## src/rtl/servant_spi_slave.sv

```systemverilog
// servant_spi_slave
// SPI mode-0 slave front end for the servant serial RAM. It decodes 23LC-style
// WRITE (0x02) / READ (0x03) frames with an MSB-first address and sequential
// bursts, drives the byte-wide RAM port and shifts read data out on MISO.
// Every SPI pin is oversampled on i_clk.
module servant_spi_slave #(
    parameter int depth      = 65536,
    parameter int aw         = $clog2(depth),
    parameter int ADDR_BYTES = 2
) (
    input  logic          i_clk,
    input  logic          i_rst,
    input  logic          i_sck,
    input  logic          i_cs_n,
    input  logic          i_mosi,
    output logic          o_miso,
    output logic          o_miso_oe,
    output logic [aw-1:0] o_ram_addr,
    output logic [7:0]    o_ram_wdata,
    output logic          o_ram_we_n,
    output logic          o_ram_re,
    input  logic [7:0]    i_ram_rdata
);

    localparam int AB  = 8 * ADDR_BYTES;
    localparam int BCW = (ADDR_BYTES > 1) ? $clog2(ADDR_BYTES) : 1;

    typedef enum logic [2:0] {
        S_IDLE,
        S_CMD,
        S_ADDR,
        S_WDATA,
        S_RDATA,
        S_IGNORE
    } state_t;

    logic           r_sckMeta, r_sckSync, r_sckDly;
    logic           r_csMeta, r_csSync;
    logic           r_mosiMeta, r_mosiSync;
    logic [1:0]     r_flush;
    logic           r_armed;
    state_t         r_state;
    logic [2:0]     r_bitCnt;
    logic [BCW-1:0] r_byteCnt;
    logic           r_isWrite;
    logic [7:0]     r_rxShift;
    logic [AB-1:0]  r_addrShift;
    logic           r_capture;
    logic [7:0]     r_prefetch;
    logic [7:0]     r_txShift;

    logic           w_sckRise;
    logic           w_sckFall;
    logic           w_byteDone;
    logic [7:0]     w_rxByte;
    logic [AB-1:0]  w_addrNext;

    assign w_sckRise  = r_sckSync & ~r_sckDly;
    assign w_sckFall  = ~r_sckSync & r_sckDly;
    assign w_byteDone = w_sckRise && (r_bitCnt == 3'd7);
    assign w_rxByte   = {r_rxShift[6:0], r_mosiSync};
    assign w_addrNext = {r_addrShift[AB-2:0], r_mosiSync};
    assign o_miso     = r_txShift[7];

    // Two-flop synchronizers plus a delayed sck copy for edge detection; r_flush
    // marks when the synchronizers hold real pin values again after reset.
    always_ff @(posedge i_clk or posedge i_rst) begin
        if (i_rst) begin
            r_sckMeta  <= 1'b0;
            r_sckSync  <= 1'b0;
            r_sckDly   <= 1'b0;
            r_csMeta   <= 1'b1;
            r_csSync   <= 1'b1;
            r_mosiMeta <= 1'b0;
            r_mosiSync <= 1'b0;
            r_flush    <= 2'b00;
        end else begin
            r_sckMeta  <= i_sck;
            r_sckSync  <= r_sckMeta;
            r_sckDly   <= r_sckSync;
            r_csMeta   <= i_cs_n;
            r_csSync   <= r_csMeta;
            r_mosiMeta <= i_mosi;
            r_mosiSync <= r_mosiMeta;
            r_flush    <= {r_flush[0], 1'b1};
        end
    end

    // Frame decoder, RAM strobes, read prefetch and MISO shifter. A frame only
    // starts once cs_n has been seen high since reset, so a frame cut by reset
    // is ignored until the master deselects.
    always_ff @(posedge i_clk or posedge i_rst) begin
        if (i_rst) begin
            r_state     <= S_IDLE;
            r_armed     <= 1'b0;
            r_bitCnt    <= 3'd0;
            r_byteCnt   <= '0;
            r_isWrite   <= 1'b0;
            r_rxShift   <= 8'h00;
            r_addrShift <= '0;
            r_capture   <= 1'b0;
            r_prefetch  <= 8'h00;
            r_txShift   <= 8'h00;
            o_miso_oe   <= 1'b0;
            o_ram_addr  <= '0;
            o_ram_wdata <= 8'h00;
            o_ram_we_n  <= 1'b1;
            o_ram_re    <= 1'b0;
        end else begin
            o_ram_we_n <= 1'b1;
            o_ram_re   <= 1'b0;
            r_capture  <= o_ram_re;
            if (!o_ram_we_n) begin
                o_ram_addr <= o_ram_addr + 1'b1;
            end
            if (r_capture) begin
                r_prefetch <= i_ram_rdata;
                o_ram_addr <= o_ram_addr + 1'b1;
            end
            if (r_csSync) begin
                r_state   <= S_IDLE;
                r_bitCnt  <= 3'd0;
                r_txShift <= 8'h00;
                o_miso_oe <= 1'b0;
                if (r_flush[1]) begin
                    r_armed <= 1'b1;
                end
            end else begin
                if (w_sckRise && (r_state != S_IDLE)) begin
                    r_bitCnt  <= r_bitCnt + 3'd1;
                    r_rxShift <= w_rxByte;
                end
                case (r_state)
                    S_IDLE: begin
                        if (r_armed) begin
                            r_state   <= S_CMD;
                            r_bitCnt  <= 3'd0;
                            r_byteCnt <= '0;
                            o_miso_oe <= 1'b1;
                        end
                    end
                    S_CMD: begin
                        if (w_byteDone) begin
                            if (w_rxByte == 8'h02) begin
                                r_isWrite <= 1'b1;
                                r_state   <= S_ADDR;
                            end else if (w_rxByte == 8'h03) begin
                                r_isWrite <= 1'b0;
                                r_state   <= S_ADDR;
                            end else begin
                                r_state <= S_IGNORE;
                            end
                        end
                    end
                    S_ADDR: begin
                        if (w_sckRise) begin
                            r_addrShift <= w_addrNext;
                            if (r_bitCnt == 3'd7) begin
                                r_byteCnt <= r_byteCnt + 1'b1;
                                if (r_byteCnt == BCW'(ADDR_BYTES - 1)) begin
                                    o_ram_addr <= w_addrNext[aw-1:0];
                                    if (r_isWrite) begin
                                        r_state <= S_WDATA;
                                    end else begin
                                        r_state  <= S_RDATA;
                                        o_ram_re <= 1'b1;
                                    end
                                end
                            end
                        end
                    end
                    S_WDATA: begin
                        if (w_byteDone) begin
                            o_ram_wdata <= w_rxByte;
                            o_ram_we_n  <= 1'b0;
                        end
                    end
                    S_RDATA: begin
                        if (w_byteDone) begin
                            o_ram_re <= 1'b1;
                        end
                        if (w_sckFall) begin
                            if (r_bitCnt == 3'd0) begin
                                r_txShift <= r_prefetch;
                            end else begin
                                r_txShift <= {r_txShift[6:0], 1'b0};
                            end
                        end
                    end
                    default: begin
                    end
                endcase
            end
        end
    end

endmodule

```

## config.mk

```make
export PLATFORM = sky130hd
export DESIGN_NAME = servant_spi_slave
export DESIGN_NICKNAME = d
export VERILOG_FILES = /design/src/rtl/servant_spi_slave.sv
export SDC_FILE = /design/constraint.sdc
export NUM_CORES = 1
export LEC_CHECK = 0
export BUFFER_PORTS_ARGS = -buffer_cell sky130_fd_sc_hd__buf_2
export CAP_MARGIN = 25
export CORE_MARGIN = 4
export CORE_UTILIZATION = 35
export CTS_CLUSTER_DIAMETER = 150
export DETAILED_ROUTE_END_ITERATION = 8
export PLACE_DENSITY = 0.61
export SYNTH_ARGS = -nofsm -noshare
export SYNTH_HDL_FRONTEND = slang
export SYNTH_SLANG_ARGS = --single-unit
export TNS_END_PERCENT = 100
```

## constraint.sdc

```tcl
create_clock -name i_clk -period 5.22 [get_ports i_clk]
set_clock_uncertainty 0.05 [all_clocks]
set_input_delay 0.783 -clock i_clk [delete_from_list [all_inputs] [get_ports i_clk]]
set_output_delay 0.783 -clock i_clk [all_outputs]
set_load 0.02 [all_outputs]
```

Yosys cells after proc, flatten, opt, wreduce, memory -nomap -nowiden
Index checks and enable logic that the tools add are counted.
{"block": "totals", "ff_bits": 84, "output_inout_bits": 28, "elab_cells": 111}
{"block": "op_classes", "addsub": 3, "n_eq_ne": 15, "muxes": 44, "bitwise": 5, "reduce_logical": 21}
{"op": "$mux W16", "count": 7}
{"op": "$mux W3", "count": 13}
{"op": "$mux W8", "count": 4}
{"op": "$mux W1", "count": 17}
{"op": "$add A16 B1 Y16 const B", "count": 1}
{"op": "$eq A8 B2 Y1 const B", "count": 2}
{"op": "$ne A3 B3 Y1 const B", "count": 5}
{"op": "$reduce_bool A2 Y1", "count": 6}
{"op": "$pmux W3 S3", "count": 1}
{"op": "$reduce_and A2 Y1", "count": 4}
{"op": "$eq A3 B2 Y1 const B", "count": 2}
{"op": "$eq A3 B3 Y1 const B", "count": 2}
{"op": "$logic_not A3 Y1", "count": 2}
{"op": "$ne A2 B2 Y1 const B", "count": 3}
{"op": "$reduce_and A3 Y1", "count": 2}
{"op": "$reduce_and A6 Y1", "count": 1}
{"op": "$reduce_and A5 Y1", "count": 1}
{"op": "$pmux W1 S2", "count": 2}
{"op": "$reduce_and A4 Y1", "count": 1}
{"op": "$reduce_bool A4 Y1", "count": 1}
{"op": "$add A3 B1 Y3 const B", "count": 1}
{"op": "$eq A3 B1 Y1 const B", "count": 1}
{"op": "$not A1 Y1", "count": 3}
{"op": "$reduce_bool A3 Y1", "count": 1}
{"op": "3 further kinds", "count": 5}

Depth between registers and ports, before layout
{"block": "depth", "ltp_word": 8, "ltp_mapped": 8, "mapped_depth_nobuf": 7}

Least setup slack after synthesis
Ideal clock, no wire load.
{"block": "synth_path", "path_kind": "register to register", "start": "register r_bitCnt[0]", "end": "register o_ram_addr[1]", "t_arrival_ns": 1.553, "required_time_ns": 5.093, "path_slack_ns": 3.539, "stages_incl_launch_ff": 8, "period_less_slack_ns": 1.681, "cell_sequence": "dfrtp_1 -> ha_1 -> ha_1 -> and3b_1 -> nand4_1 -> clkbuf_1 -> nor2_1 -> a21oi_1"}
{"block": "synth_via", "elab_chain_cells": 5}
{"item": "start, declared", "line_no": "43", "text": "logic [2:0] r_bitCnt;"}
{"item": "start signal, assigned", "line_no": "130", "text": "r_bitCnt <= r_bitCnt + 3'd1;"}
{"item": "$eq A3 B3 Y1", "line_no": "158", "text": "if (r_bitCnt == 3'd7) begin"}
{"item": "$mux W16", "line_no": "158"}
{"item": "$mux W16", "line_no": "156", "text": "if (w_sckRise) begin"}
{"item": "$mux W16", "line_no": "133", "text": "case (r_state)"}
{"item": "$mux W16", "line_no": "120", "text": "if (r_csSync) begin"}
{"item": "end signal, assigned", "line_no": "114", "text": "o_ram_addr <= o_ram_addr + 1'b1;"}
{"item": "end signal, assigned", "line_no": "118", "text": "o_ram_addr <= o_ram_addr + 1'b1;"}
{"item": "end signal, assigned", "line_no": "161", "text": "o_ram_addr <= w_addrNext[aw-1:0];"}
{"item": "end, declared", "line_no": "18", "text": "output logic [aw-1:0] o_ram_addr,"}
No other way between the ends.
A chain may end at the register's enable or synchronous reset.

Final worst setup path
{"block": "layout_path", "start": "register o_ram_we_n", "end": "output o_ram_we_n"}
{"item": "start, declared", "line_no": "20", "text": "output logic o_ram_we_n,"}
{"item": "start signal, assigned", "line_no": "107", "text": "o_ram_we_n <= 1'b1;"}
{"item": "start signal, assigned", "line_no": "110", "text": "o_ram_we_n <= 1'b1;"}
{"item": "start signal, assigned", "line_no": "175", "text": "o_ram_we_n <= 1'b0;"}
No word-level cell between the ends.

==> reports/metrics.cfg <==
[outcome]
status=complete, no violations

[floorplan]
start_util_pct=36.0
dieHeight_um=111
fp.dieArea_mm2=0.0123
core.rowCount=37
die-width_um=111
io_pins=41
placeableCoreArea_mm2=0.0103

[power]
totalPowerFinal_mw=1.43
cellPowerDensity_mw_per_mm2=340
p_int_mw=1.03
seq_power_share_pct=53.7
comb_power_share_pct=14.1
netSwitchingFraction_pct=28.0
power_switching_mw=0.400
ir_drop_mv=0.138
cellLeakagePower_nw=2.15
pwr-share-clk_pct=32.2

[routing]
final_antenna_net_count=0
drt_iter0_markers=163
drcViolationCount=0
wl_um=6530
via_per_inst=4.71
num_vias=2290
wire_per_inst_um=13.4
detail_route.first_pass.iterations=4

[worst_setup_path]
endpoint_kind=output pin
ff2ff_setup_slack_ps=3330
critical_path_class=register to output pin
crit_slowest_cell=dfstp_2
crit_chain=buf_2
worstPathRequired_ps=4390
path_delay_family=flip-flops
slowest_delay_ps=550
start_kind=register
worst_r2r_path_depth=5
path_max_fanout=3
worst-path-buf-inv=1
r2r_start=r_bitCnt[0]
r2r_end=r_txShift[7]
arrival_ps=1060

[layout]
nNetsFinal=362
area_delta_synth_final_pct=13.3
layout-drive-gt1-share_pct=30.9
nFillCells=1007
antenna_cells=0

[logic_synthesis]
avgSynthCellArea_um2=12.1
ys.flop_type=dfrtp_1
synth_area_mm2=0.00371
ys_async_sr_fraction_pct=100
synthMuxAreaShare_pct=14.8
synth_xor_area_share_pct=3.77
synth_fp_nets=323
synth_common_cells=dfrtp_1, nor2_1, mux2_2
synth_compound_area_share_pct=6.24
synth_simple_gate_area_share_pct=13.5
synthAdderAreaFrac_pct=1.35
synth_top_family_by_area=multiplexers
yosysMostFrequentCell=dfrtp_1
yosysUniqueCellTypes=50
synth_area_leaders=dfrtp_1, mux2_2, nor2_1, mux2i_1, a21oi_1
ys_ff_latch=84
ys_seq_area_share_pct=56.7
synth_edf_count=0
syn_inst=306
synth_top_area_share_pct=54.6
yosys_warnings=0
synth_top_area_cell=dfrtp_1

[clocking]
clock_path_buffers=2
numCtsBuffers=9
ctsHtreeMaxLevel=3
cts_num_sinks=84
clk_latency_ps=340
cts_root_buffer=clkbuf_8
cts_resized=0
cts_tree=built
holdBufCountCts=0
post-cts-setup-buffer-count=0
clkSlewWorstSetupHoldPaths_ps=80

[timing]
tightest_slew_ps=889
setup_violations=0
max_freq_ghz=0.529
drv_slew=0
min_period_ps=1890
rsz0062_at_grt=no
relSlewSlack_pct=40.6
post-route-period-util_pct=36.2
hold_viol_final=0
whs_ps=301
finalSetupTns_ps=0

[min_path]
hold_class=register to register
holdCritStartpoint=r_mosiMeta
whs_path_depth=0
min_to=r_mosiSync

[placement]
io_buffers=40
gp_congestion=0.790
place_hpwl_um=4670

[run]
cap_viol_max_count=0

[grt]
overflow=0
grt_max_degree=44
grt_pass1_wl_um=11600
grt_pass1_vias=2372
antenna_found_initial=0
grt_util_all_layers_pct=11.4

[cell families after synthesis]
kind of cell,count (synthesis)
XOR/XNOR,16
buffers and inverters,24
adder cells (fa/ha/maj),4
AND/OR/NAND/NOR,90
multiplexers,50
other,1
AO/OA/AOI/OAI,37
flip-flops,84
[how the worst max path moves through the flow]
| stage | endpoint | start | depth (start not counted) |
|---|---|---|---|
| finish | o_ram_we_n | o_ram_we_n | 1 |
| global route | r_txShift[1] | r_bitCnt[0] | 5 |
| CTS | o_ram_we_n | o_ram_we_n | 1 |
| detailed placement | o_ram_wdata[5] | i_rst | 3 |
| global placement | r_csMeta | i_rst | 3 |
| floorplan | o_miso_oe | i_rst | 1 |
[layout by cell type (no fill, tap or decap), drive strengths merged, types with 2 or more instances in the layout]
cell | Yosys | layout
nor3 | 8 | 8
xor2 | 9 | 9
nor2 | 37 | 37
ha | 4 | 4
and3 | 4 | 4
mux2 | 38 | 38
nand2b | 3 | 3
dfrtp | 81 | 81
nand2 | 10 | 10
clkinvlp | 0 | 2
clkbuf | 4 | 10
nand4 | 5 | 5
nor2b | 6 | 6
nor4 | 3 | 3
a211oi | 7 | 7
xnor2 | 7 | 7
mux2i | 12 | 12
a21oi | 21 | 21
buf | 10 | 42
clkinv | 0 | 4
dfstp | 3 | 3
nand3 | 8 | 8
inv | 10 | 9
[metal layers]
metal / share of wire, % / track usage (%)
met2: 48 / 17.7
met4: 1.2 / 3.28
met1: 46 / 15.0
met5: 0 / 0
met3: 4.7 / 4.31
[flip-flops by register name (all words and copies together), names as in the netlist, 2 cells and up]
name	flops
o_ram_addr	16
o_ram_wdata	8
r_addrShift	15
r_bitCnt	3
r_flush	2
r_prefetch	8
r_rxShift	7
r_state	3
r_txShift	8
[power by group through the flow]
stage	clock [mW]	combinational, mW	sequential (mW)
finish	0.461	0.202	0.767
global route	0.511	0.229	0.780
CTS	0.480	0.206	0.767
detailed placement	0	0.206	0.781
global placement	0	0.201	0.779
floorplan	0	0.207	0.748
[cell type report]
type | count | area (um2) | area share [%]
well taps | 136 | 170 | 4.04
clock inverters | 6 | 63.8 | 1.52
clock buffers | 10 | 138 | 3.27
multi-input cells | 198 | 1480 | 35.1
flip-flops and latches | 84 | 2110 | 50.0
inverters | 10 | 38.8 | 0.922
repair buffers | 42 | 215 | 5.11
[stage by stage]
step / instance area, um2 / worst slack, ps / cells / utilization, %
2_1_floorplan: 3710 / 2230 / 306 / -
3_3_place_gp: 4010 / 3210 / 470 / 38.8
3_5_place_dp: 4010 / 3190 / 470 / 38.8
4_1_cts: 4210 / 3300 / 486 / 40.8
5_1_grt: 4210 / 3120 / 486 / 40.8
6_report: 4210 / 3330 / 486 / 40.8
No activity file was read; power rests on OpenSTA's default activity.
